**config.mk**
```make
export PLATFORM = sky130hd
export DESIGN_NAME = tile_rom_arbiter
export DESIGN_NICKNAME = d
export VERILOG_FILES = /design/src/rtl/tile_rom_arbiter.sv
export SDC_FILE = /design/constraint.sdc
export NUM_CORES = 1
export LEC_CHECK = 0
export ABC_AREA = 1
export CAP_MARGIN = 20
export CORE_ASPECT_RATIO = 1.2
export CORE_MARGIN = 5
export CORE_UTILIZATION = 33
export CTS_BUF_LIST = sky130_fd_sc_hd__clkbuf_2
export CTS_CLUSTER_DIAMETER = 150
export DETAILED_ROUTE_END_ITERATION = 8
export GPL_TIMING_DRIVEN = 0
export HOLD_SLACK_MARGIN = 0.1
export PLACE_DENSITY = 0.95
export SYNTH_ARGS = -nofsm -noshare
export SYNTH_HDL_FRONTEND = slang
export SYNTH_SLANG_ARGS = --single-unit
```
**constraint.sdc**
```tcl
create_clock -name clk_i -period 4.8 [get_ports clk_i]
set_input_delay 0.72 -clock clk_i [delete_from_list [all_inputs] [get_ports clk_i]]
set_output_delay 0.72 -clock clk_i [all_outputs]
set_load 0.1 [all_outputs]
```
**src/rtl/tile_rom_arbiter.sv**
```systemverilog
// ============================================================================
// tile_rom_arbiter : round-robin arbiter sharing the 1-cycle tile shape ROM.
// Optional response register stage: TILE_ROM_ARB_RSP_REG_EN.   Rev 1.0
// ============================================================================
`default_nettype none

package tile_rom_pkg;

  typedef enum logic [2:0] {
    TILE_I    = 3'd0,
    TILE_O    = 3'd1,
    TILE_T    = 3'd2,
    TILE_S    = 3'd3,
    TILE_Z    = 3'd4,
    TILE_J    = 3'd5,
    TILE_L    = 3'd6,
    TILE_NONE = 3'd7
  } tile_type_e;

  typedef struct packed {
    logic [15:0] cells;
    logic [1:0]  width_m1;
    logic [1:0]  height_m1;
    logic [1:0]  pivot;
  } shape_info_t;

endpackage

module tile_rom_arbiter
  import tile_rom_pkg::*;
#(
  parameter int num_req_p = 3,
  parameter int rom_lat_p = 1
) (
  input  logic                      clk_i,
  input  logic                      reset_i,
  input  logic [num_req_p-1:0]      req_v_i,
  input  logic [num_req_p-1:0][4:0] req_addr_i,
  output logic [num_req_p-1:0]      req_ready_o,
  output logic [num_req_p-1:0]      rsp_v_o,
  output shape_info_t               rsp_data_o,
  output logic [4:0]                rom_addr_o,
  output logic                      rom_re_o,
  input  shape_info_t               rom_data_i,
  output logic                      busy_o
);

  localparam int PTR_W = (num_req_p > 1) ? $clog2(num_req_p) : 1;
  localparam logic [PTR_W-1:0] LAST_IDX = PTR_W'(num_req_p - 1);

  if (rom_lat_p != 1) begin : g_bad_lat
    $fatal(1, "tile_rom_arbiter: rom_lat_p must be 1");
  end

  if (num_req_p < 1 || num_req_p > 8) begin : g_bad_req
    $fatal(1, "tile_rom_arbiter: num_req_p must be in [1,8]");
  end

  logic [PTR_W-1:0]     ptr_r;
  logic [num_req_p-1:0] tag_r;
  logic [num_req_p-1:0] grant;
  logic [PTR_W-1:0]     grant_idx;
  logic [4:0]           addr_mux;

  // Walk the offsets from farthest to nearest so the index closest to ptr_r
  // is the one left standing; reset masks every grant.
  always_comb begin
    int j;
    logic [PTR_W-1:0] sel;
    grant     = '0;
    grant_idx = '0;
    j         = 0;
    sel       = '0;
    if (!reset_i) begin
      for (int i = num_req_p - 1; i >= 0; i--) begin
        j = int'(ptr_r) + i;
        if (j >= num_req_p) begin
          j = j - num_req_p;
        end
        sel = j[PTR_W-1:0];
        if (req_v_i[sel]) begin
          grant      = '0;
          grant[sel] = 1'b1;
          grant_idx  = sel;
        end
      end
    end
  end

  always_comb begin
    addr_mux = '0;
    for (int k = 0; k < num_req_p; k++) begin
      if (grant[k]) begin
        addr_mux = req_addr_i[k];
      end
    end
  end

  assign req_ready_o = grant;
  assign rom_re_o    = |grant;
  assign rom_addr_o  = addr_mux;

  always_ff @(posedge clk_i or posedge reset_i) begin
    if (reset_i) begin
      ptr_r <= '0;
      tag_r <= '0;
    end else begin
      tag_r <= grant;
      if (|grant) begin
        ptr_r <= (grant_idx == LAST_IDX) ? '0 : grant_idx + 1'b1;
      end
    end
  end

`ifdef TILE_ROM_ARB_RSP_REG_EN
  logic [num_req_p-1:0] tag2_r;
  shape_info_t          data_r;

  // Data is only captured on a returning read, so it holds between responses.
  always_ff @(posedge clk_i or posedge reset_i) begin
    if (reset_i) begin
      tag2_r <= '0;
      data_r <= '0;
    end else begin
      tag2_r <= tag_r;
      if (|tag_r) begin
        data_r <= rom_data_i;
      end
    end
  end

  assign rsp_v_o    = tag2_r;
  assign rsp_data_o = data_r;
  assign busy_o     = (|tag_r) | (|tag2_r);
`else
  assign rsp_v_o    = tag_r;
  assign rsp_data_o = rom_data_i;
  assign busy_o     = |tag_r;
`endif

endmodule

`default_nettype wire

```
### After elaboration in Yosys (flattened, before gate mapping)

Index checks and enable logic that the tools add are counted.

* add/subtract/negate cells: 6
* multipliers: 0
* divide/modulo/power cells: 0
* magnitude comparators: 9
* equal/unequal tests: 1
* shift-type cells: 0
* muxes and demuxes: 30
* bitwise logic cells: 0
* reductions and logical operators: 5

Operator list (number)
* $mux W2: 11
* $mux W5: 3
* $mux W3: 4
* $lt A2 B3 Y1 const B: 3
* $bmux W1 S2: 3
* $demux W1 S2: 3
* $ge A2 B1 Y1 const B: 3
* $ge A3 B2 Y1 const B: 2
* $mux W1: 6
* $reduce_or A3 Y1: 2
* $sub A2 B2 Y2 const B: 3
* $add A2 B1 Y3 const B: 1
* $add A2 B2 Y3 const B: 1
* $logic_and A1 B1 Y1: 3
* $add A2 B1 Y2 const B: 1
* $eq A2 B2 Y1 const B: 1
* $ge A2 B2 Y1 const B: 1

* register bits: 5
* bits in latches: 0
* RAM bits: 0
* bits in read-only memories: 0
* input port bits: 42
* word-level logic and storage cells: 53
* memories: 0

### Logic depth before layout (Yosys ltp)

Gate-level depths: netlist of the first run.

* depth in word-level cells: 15
* gate-level depth with buffers: 13
* depth with buffers taken out: 13

### Worst setup path after synthesis of the first run

Ideal clock, no wire load.

* kind: reg-to-output
* start point: register ptr_r[0]
* end point: output port rom_addr_o[0]
* data arrival time: 2443 ps
* path slack: 1637 ps
* stages on the path, launching flop included: 14
* buffers on the path: 0
* cells stage by stage: dfrtp_1 > inv_1 > ha_1 > inv_1 > nand3_1 > nand2_1 > nand2_1 > nand2_1 > nand2_2 > inv_2 > nand2_1 > nand2_1 > inv_1 > nand2_1

* elaborated cells between the ends (all ways): 42

RTL lines
* start, declared: RTL line 59 `logic [PTR_W-1:0] ptr_r;`
* start signal, assigned: RTL line 110 `ptr_r <= (grant_idx == LAST_IDX) ? '0 : grant_idx + 1'b1;`
* $add A2 B2 Y3: RTL line 76 `j = int'(ptr_r) + i;`
* $ge A3 B2 Y1 / $sub A2 B2 Y2 (equally long branches): RTL line 77, 78
* $mux W2: RTL line 77 `if (j >= num_req_p) begin`
* $mux W2: RTL line 74 `if (!reset_i) begin`
* $lt A2 B3 Y1 (not written as such) / $ge A2 B1 Y1 (equally long branches): RTL line 83 `grant[sel] = 1'b1;`
* $logic_and A1 B1 Y1 (not written as such): RTL line 83
* $mux W1 (not written as such): RTL line 83
* $demux W1 S2: RTL line 83
* $mux W3 (2 in series): RTL line 81 `if (req_v_i[sel]) begin`
* $mux W3 (*): RTL line 81
* $mux W3 (*): RTL line 74
* net req_ready_o[2]: RTL line 39 `output logic [num_req_p-1:0] req_ready_o,`
* $mux W5 (*): RTL line 93 `if (grant[k]) begin`
* end, declared: RTL line 42 `output logic [4:0] rom_addr_o,`

The timed path passes the listed nets; every way through them passes the cells marked *. The select of a mux whose other input is x is not followed.

### Worst setup path in the final report of the first run

* start point: input port req_v_i[2]
* end point: output port rom_addr_o[0]

* longest elaborated chain between the ends: 9
* elaborated cells between the ends (all ways): 13

RTL lines
* start, declared: RTL line 37 `input logic [num_req_p-1:0] req_v_i,`
* $bmux W1 S2: RTL line 81
* $mux W1 (not written as such): RTL line 81
* $mux W3 (2 in series): RTL line 81
* $mux W3 (*): RTL line 81
* $mux W3 (*): RTL line 74
* $mux W5 (2 in series): RTL line 93
* $mux W5 (*): RTL line 93

Mark *: on every way between the ends. The rest lies on a longest branch, timed or not. The select of a mux whose other input is x is not followed.

==> impl_results.md, run 1 <==
* All-Layer GR Usage at 0.1267
* # hold bufs at CTS at 0
* Worst slew margin at 0.3377
* Area Growth Syn to Fin at 77.01%
* H-tree levels at 1
* Worst endpoint required time at 4.08 ns
* Max cap viols at 0
* GP Congestion at 0.7481
* Die H at 63.20 um
* Hold Crit Start: ptr_r[0]$_DFFE_PP0P_
* Synth warnings at 0
* RSZ-0062 raised after global routing: false
* Die area at 0.003433 mm2
* Slowest-stage cell, CP: clkdlybuf4s50_1
* CP endpoint kind: output port
* Flops & latches, synth at 5
* Die X at 54.33 um
* Final setup violation count at 0
* Worst-path clk slew at 0.06 ns
* Async set or reset register ratio after synthesis at 1.000
* RR Endpoint: ptr_r[1]$_DFFE_PP0P_
* Setup CP Type: input port to output port
* # rows at 19
* Number of fill cells at 209
* Origin of the critical flop-to-flop path: ptr_r[0]$_DFFE_PP0P_
* DR iter-0 viols at 1
* CP max FO at 6
* Startpoint Class: input port
* Final period util at 0.8416
* Clk root buf: clkbuf_2
* Arrival @ worst endpoint at 3.32 ns
* Count leader, synth: nand2_1
* Post-Route WL at 2.177 mm
* Top post-synthesis cells by count: nand2_1, inv_1, buf_4, nand3_1, nand4_1
* Vias at 953
* Final net count at 236
* Min-Delay Path Class: flip-flop to flip-flop
* Number of port buffers at 54
* Mapped Cells at 132
* Mapped Area at 778.2 um2
* Initial antenna violation count at 0
* Most frequent CP cell: nand2_1
* Register area share after synthesis at 0.1608
* Final hold viol count at 0
* Hold endpoint: ptr_r[0]$_DFFE_PP0P_
* DRT Pass-1 Iters at 2
* Clock skew at 0.002822 ns
* Largest net degree at the start of global routing at 10
* Top FF cell, synth: dfrtp_1
* Post-synthesis cell type count at 17
* I/O pin cnt at 77
* Core area at 0.002282 mm2
* CTS resizes at 0
* Routed len/inst at 9.851 um
* Post-CTS setup buffers at 0
* Diode count at 0
* CTS Buf Count at 3
* Fin crit period at 4.040 ns
* Hold Path Cell Cnt at 2
* Top delay family on crit path: buffers and inverters
* Clock buffer depth at 2
* Synth top area cells: buf_4, nand2_1, dfrtp_1, inv_1, nand3_1
* Syn_nets at 177
* Final ANT Viol Nets at 0
* Clock sinks at 5
* Grt ovf at 0
* Average size of a mapped cell at 5.896 um2
* Clk Latency, worst-skew pair at 0.21 ns
* Post-synth top area cell: buf_4
* Status: finished clean
* DRC Markers at 0
* Register-to-register setup slack at 3.08 ns
* CTS tree: built
* HPWL after DPL at 1.955 mm
* Initial Utilization at 0.3410
* Critical path, cell by cell: clkdlybuf4s50_1, inv_1, o21ai_1, nand3_1, nand2_1, inv_1, nand2_2, nand2_2, inv_2, nand2_1, nand2_1, clkdlybuf4s50_1
* Fmax at 247.5 MHz
* Fin Setup TNS at 0 ns
* Actual slew at the worst max-slew pin at 0.9903 ns
* Synth top area share at 0.2122
* Via/cell ratio at 4.312
* Slowest stage delay, CP at 1.14 ns
* Pins Over Slew Limit at 0
* Vias in the first global route at 976
* Post-synth EDFFs at 0
* Buf/Inv on CP at 5
* First-pass GRT wire length at 3.450 mm
* Path depth of the worst reg2reg path at 12
* Share of layout cells above drive strength 1 at 0.1895
==> sequential cells by signal (all words and copies together), names as in the netlist <==
| signal | flops |
|---|---|
| rsp_v_o | 3 |
| ptr_r | 2 |
==> kinds of logic after synthesis <==
family                     Yosys count  synth area share
AOI/OAI and AO/OA                    6           0.04180
and+or+nand+nor                     69            0.4068
adders and majority gates            3           0.04824
buffers and inverters               49            0.3424
DFF                                  5            0.1608
==> layout make-up <==
| class | count | area [um2] | area share |
|---|---|---|---|
| Inverter | 27 | 101.3 | 0.07357 |
| Buffer | 22 | 165.2 | 0.1199 |
| Multi-Input combinational cell | 78 | 386.6 | 0.2807 |
| Clock buffer | 4 | 20.02 | 0.01453 |
| Sequential cell | 5 | 125.1 | 0.09083 |
| Timing Repair Buffer | 54 | 540.5 | 0.3924 |
| Tap cell | 31 | 38.79 | 0.02816 |
==> layer usage <==
metal,wire [um],vias up,track usage,part of all wire
met1,701,412,0.1164,0.32
met4,0,0,0.04984,0
met5,0,-,0,0
met3,252,0,0.02123,0.12
li1,-,496,-,-
met2,1223,45,0.2515,0.56
==> worst max path at each step <==
stage / startpoint / end / slack (ns) / cells past startpoint
CTS: req_v_i[2] / rom_addr_o[0] / 0.75 / 12
detailed placement: req_v_i[2] / rom_addr_o[0] / 0.74 / 12
finish: req_v_i[2] / rom_addr_o[0] / 0.76 / 12
global route: req_v_i[2] / rom_addr_o[3] / 0.55 / 12
global placement: req_v_i[2] / rom_addr_o[4] / 0.79 / 12
floorplan: ptr_r[0]$_DFFE_PP0P_ / rom_addr_o[0] / 1.64 / 13
==> cell usage in the layout (no fill, tap or decap) <==
cell,instances
or3_1,1
nand2_1,39
o21ai_0,1
a21oi_1,2
inv_1,24
nand3_2,1
nor2_1,5
a21boi_1,1
o21ai_1,2
nand4_1,6
clkbuf_2,4
nand2_2,5
ha_1,3
buf_4,22
nand3_1,11
dfrtp_1,5
nand2_4,1
inv_2,3
clkdlybuf4s50_1,54
==> worst min-delay path, stage by stage (launching register included) <==
cell and delay (ns):
dfrtp_1 0.34, inv_1 0.07, a21oi_1 0.12
==> metrics by stage <==
stage | cells | hold slack (ns) | area [um2] | worst slack, ns | util
after floorplan | 132 | 0.5126 | 778.2 | 1.637 | -
after CTS | 221 | 0.5794 | 1378 | 0.7467 | 0.6036
after global routing | 221 | 0.6165 | 1378 | 0.5464 | 0.6036
after detailed placement | 217 | 0.5659 | 1358 | 0.7440 | 0.5948
final | 221 | 0.5728 | 1378 | 0.7603 | 0.6036
after global placement | 217 | 0.5546 | 1358 | 0.7862 | 0.5948
Power of run 1 is not shown: default switching activity piles up to over one toggle a cycle in this logic, so the estimate is an artifact.
==> run 2: changes to the inputs <==
Settings changed: CORE_UTILIZATION 33 to 30, PLACE_DENSITY 0.95 to 0.93.
Clock period 4.8 ns to 4 ns, I/O delays scaled along.
==> impl_results.md, run 2 (same netlist as run 1, synthesis figures left out) <==
* Status: finished clean
* Post-CTS setup buffers at 0 (unchanged)
* # hold bufs at CTS at 0 (unchanged)
* Final net count at 236 (unchanged)
* Worst-path clk slew at 0.05 ns (about the same)
* Final period util at 0.9471
* CP endpoint kind: output port
* GP Congestion at 0.7827 (+4.6%)
* Critical path, cell by cell: clkdlybuf4s50_1, inv_1, o21ai_1, nand2_1, nand3_1, nand2_2, nand2_2, nand2_2, inv_2, nand2_1, nand2_1, clkdlybuf4s50_1
* Critical Path End: rom_addr_o[1]
* Register-to-register setup slack at 2.21 ns (-0.87 ns)
* Final ANT Viol Nets at 0 (unchanged)
* Commonest non-fill, non-tap cells in the layout: clkdlybuf4s50_1, nand2_1, inv_1, buf_4, nand3_1
* CTS tree: built
* First-pass GRT wire length at 3.698 mm (+7.2%)
* Setup CP Type: input port to output port
* Clk root buf: clkbuf_2
* Design Area, Final at 0.001385 mm2 (+0.55%)
* Number of fill cells at 241 (+15%)
* Share of layout cells above drive strength 1 at 0.1895 (unchanged)
* Path depth of the worst reg2reg path at 11 (-1)
* CTS resizes at 0 (unchanged)
* CTS Buf Count at 3 (unchanged)
* RR Endpoint: ptr_r[1]$_DFFE_PP0P_
* All-Layer GR Usage at 0.1223 (-0.004377)
* Min-Delay Path Class: flip-flop to flip-flop
* Number of flip-flops under the largest register name at 3 (unchanged)
* DRC Markers at 0 (unchanged)
* Worst endpoint required time at 3.40 ns (-0.68 ns)
* Clock sinks at 5 (unchanged)
* # rows at 20 (+1)
* Leading cell type in the layout, fill and taps excluded: clkdlybuf4s50_1
* Die X at 56.50 um (+4.0%)
* Fin Setup TNS at 0 ns (unchanged)
* Post-Route WL at 2.246 mm (+3.2%)
* Clock buffer depth at 2 (unchanged)
* Arrival @ worst endpoint at 3.19 ns (-0.13 ns)
* Vias at 978 (+2.6%)
* Grt ovf at 0 (unchanged)
* Fmax at 264.0 MHz
* Diode count at 0 (unchanged)
* Worst setup path start: req_v_i[2]
* Final hold viol count at 0 (unchanged)
* Slowest-stage cell, CP: clkdlybuf4s50_1
* Routed len/inst at 10.07 um (+2.2%)
* Initial antenna violation count at 0 (unchanged)
* Startpoint Class: input port
* Core area at 0.002502 mm2 (+9.6%)
* CP max FO at 6 (unchanged)
* Area Growth Syn to Fin at 77.97%
* Clock skew at 0.002201 ns (-0.0006215 ns)
* H-tree levels at 1 (unchanged)
* Final setup violation count at 0 (unchanged)
* Clk Latency, worst-skew pair at 0.22 ns (about the same)
* Area after DPL at 0.001360 mm2 (+0.18%)
* Pins Over Slew Limit at 0 (unchanged)
* DR iter-0 viols at 40 (+39)
* I/O pin cnt at 77 (unchanged)
* Die area at 0.003717 mm2 (+8.3%)
* Worst slew margin at 0.3458 (+0.008065)
* Number of port buffers at 54 (unchanged)
* Initial Utilization at 0.3110 (-0.03001)
* Vias in the first global route at 938 (-3.9%)
* Via/cell ratio at 4.386 (+1.7%)
* Fin crit period at 3.788 ns
* HPWL after DPL at 1.984 mm (+1.5%)
* Die H at 65.80 um (+4.1%)
* RSZ-0062 raised after global routing: false
* Actual slew at the worst max-slew pin at 0.9783 ns (-0.01206 ns)
* Origin of the critical flop-to-flop path: ptr_r[1]$_DFFE_PP0P_
* DRT Pass-1 Iters at 4 (+2)
* Max cap viols at 0 (unchanged)
* Slowest stage delay, CP at 1.12 ns (-0.02 ns)
* Largest net degree at the start of global routing at 10 (unchanged)
run 2: cell count changes in the layout (fill, tap and decap cells not counted), sizes merged:
cell           delta
clkdlybuf4s50     -2
dlymetal6s2s      +2
run 2: how the worst min path moves through the flow:
stage / startpoint / cells after the start / slack, ns / endpoint
final: ptr_r[0]$_DFFE_PP0P_ / 2 / 0.57 / ptr_r[0]$_DFFE_PP0P_
after global placement: ptr_r[0]$_DFFE_PP0P_ / 2 / 0.55 / ptr_r[0]$_DFFE_PP0P_
after detailed placement: ptr_r[0]$_DFFE_PP0P_ / 2 / 0.57 / ptr_r[0]$_DFFE_PP0P_
after global routing: ptr_r[0]$_DFFE_PP0P_ / 2 / 0.61 / ptr_r[0]$_DFFE_PP0P_
after CTS: ptr_r[0]$_DFFE_PP0P_ / 2 / 0.58 / ptr_r[0]$_DFFE_PP0P_
after floorplan: reset_i / 1 / 0.39 / ptr_r[0]$_DFFE_PP0P_
run 2: final cells by class:
type                            instances  area, um2  area share
Clock buffer                            4      20.02     0.01445
Timing Repair Buffer                   54      545.5      0.3939
Inverter                               27      101.3     0.07317
Sequential cell                         5      125.1     0.09033
Multi-Input combinational cell         78      386.6      0.2791
Buffer                                 22      165.2      0.1192
Tap cell                               33      41.29     0.02981
run 2: metrics by stage:
| step | utilization | setup WS [ns] | std cells | hold WS, ns |
|---|---|---|---|---|
| finish | 0.5535 | 0.2115 | 223 | 0.5740 |
| global route | 0.5535 | 0.003117 | 223 | 0.6123 |
| CTS | 0.5515 | 0.2049 | 223 | 0.5842 |
| detailed placement | 0.5435 | 0.2142 | 219 | 0.5707 |
| global placement | 0.5435 | 0.2430 | 219 | 0.5549 |
| floorplan | - | 0.9568 | 132 | 0.3926 |
run 2: worst max-delay path, delay by kind of cell:
kind / cells / cell delay [ns]
simple gates: 7 / 0.56
buf+inv: 4 / 1.82
compound gates: 1 / 0.19
run 2: metal layers:
layer | part of all wire | wire (um) | global-route usage | vias up
li1 | - | - | - | 498
met1 | 0.32 | 725 | 0.1072 | 425
met2 | 0.53 | 1187 | 0.2283 | 48
met3 | 0.12 | 273 | 0.04297 | 7
met4 | 0.027 | 60 | 0.08605 | 0
met5 | 0 | 0 | 0 | -
Power of run 2 is left out for the same reason.
==> run 3: changes to the inputs <==
Settings changed: SKIP_LAST_GASP set to 1.
==> results of run 3 <==
No change in the layout: final DEF, timing and power equal those of run 2.
Power of run 3 is left out for the same reason.
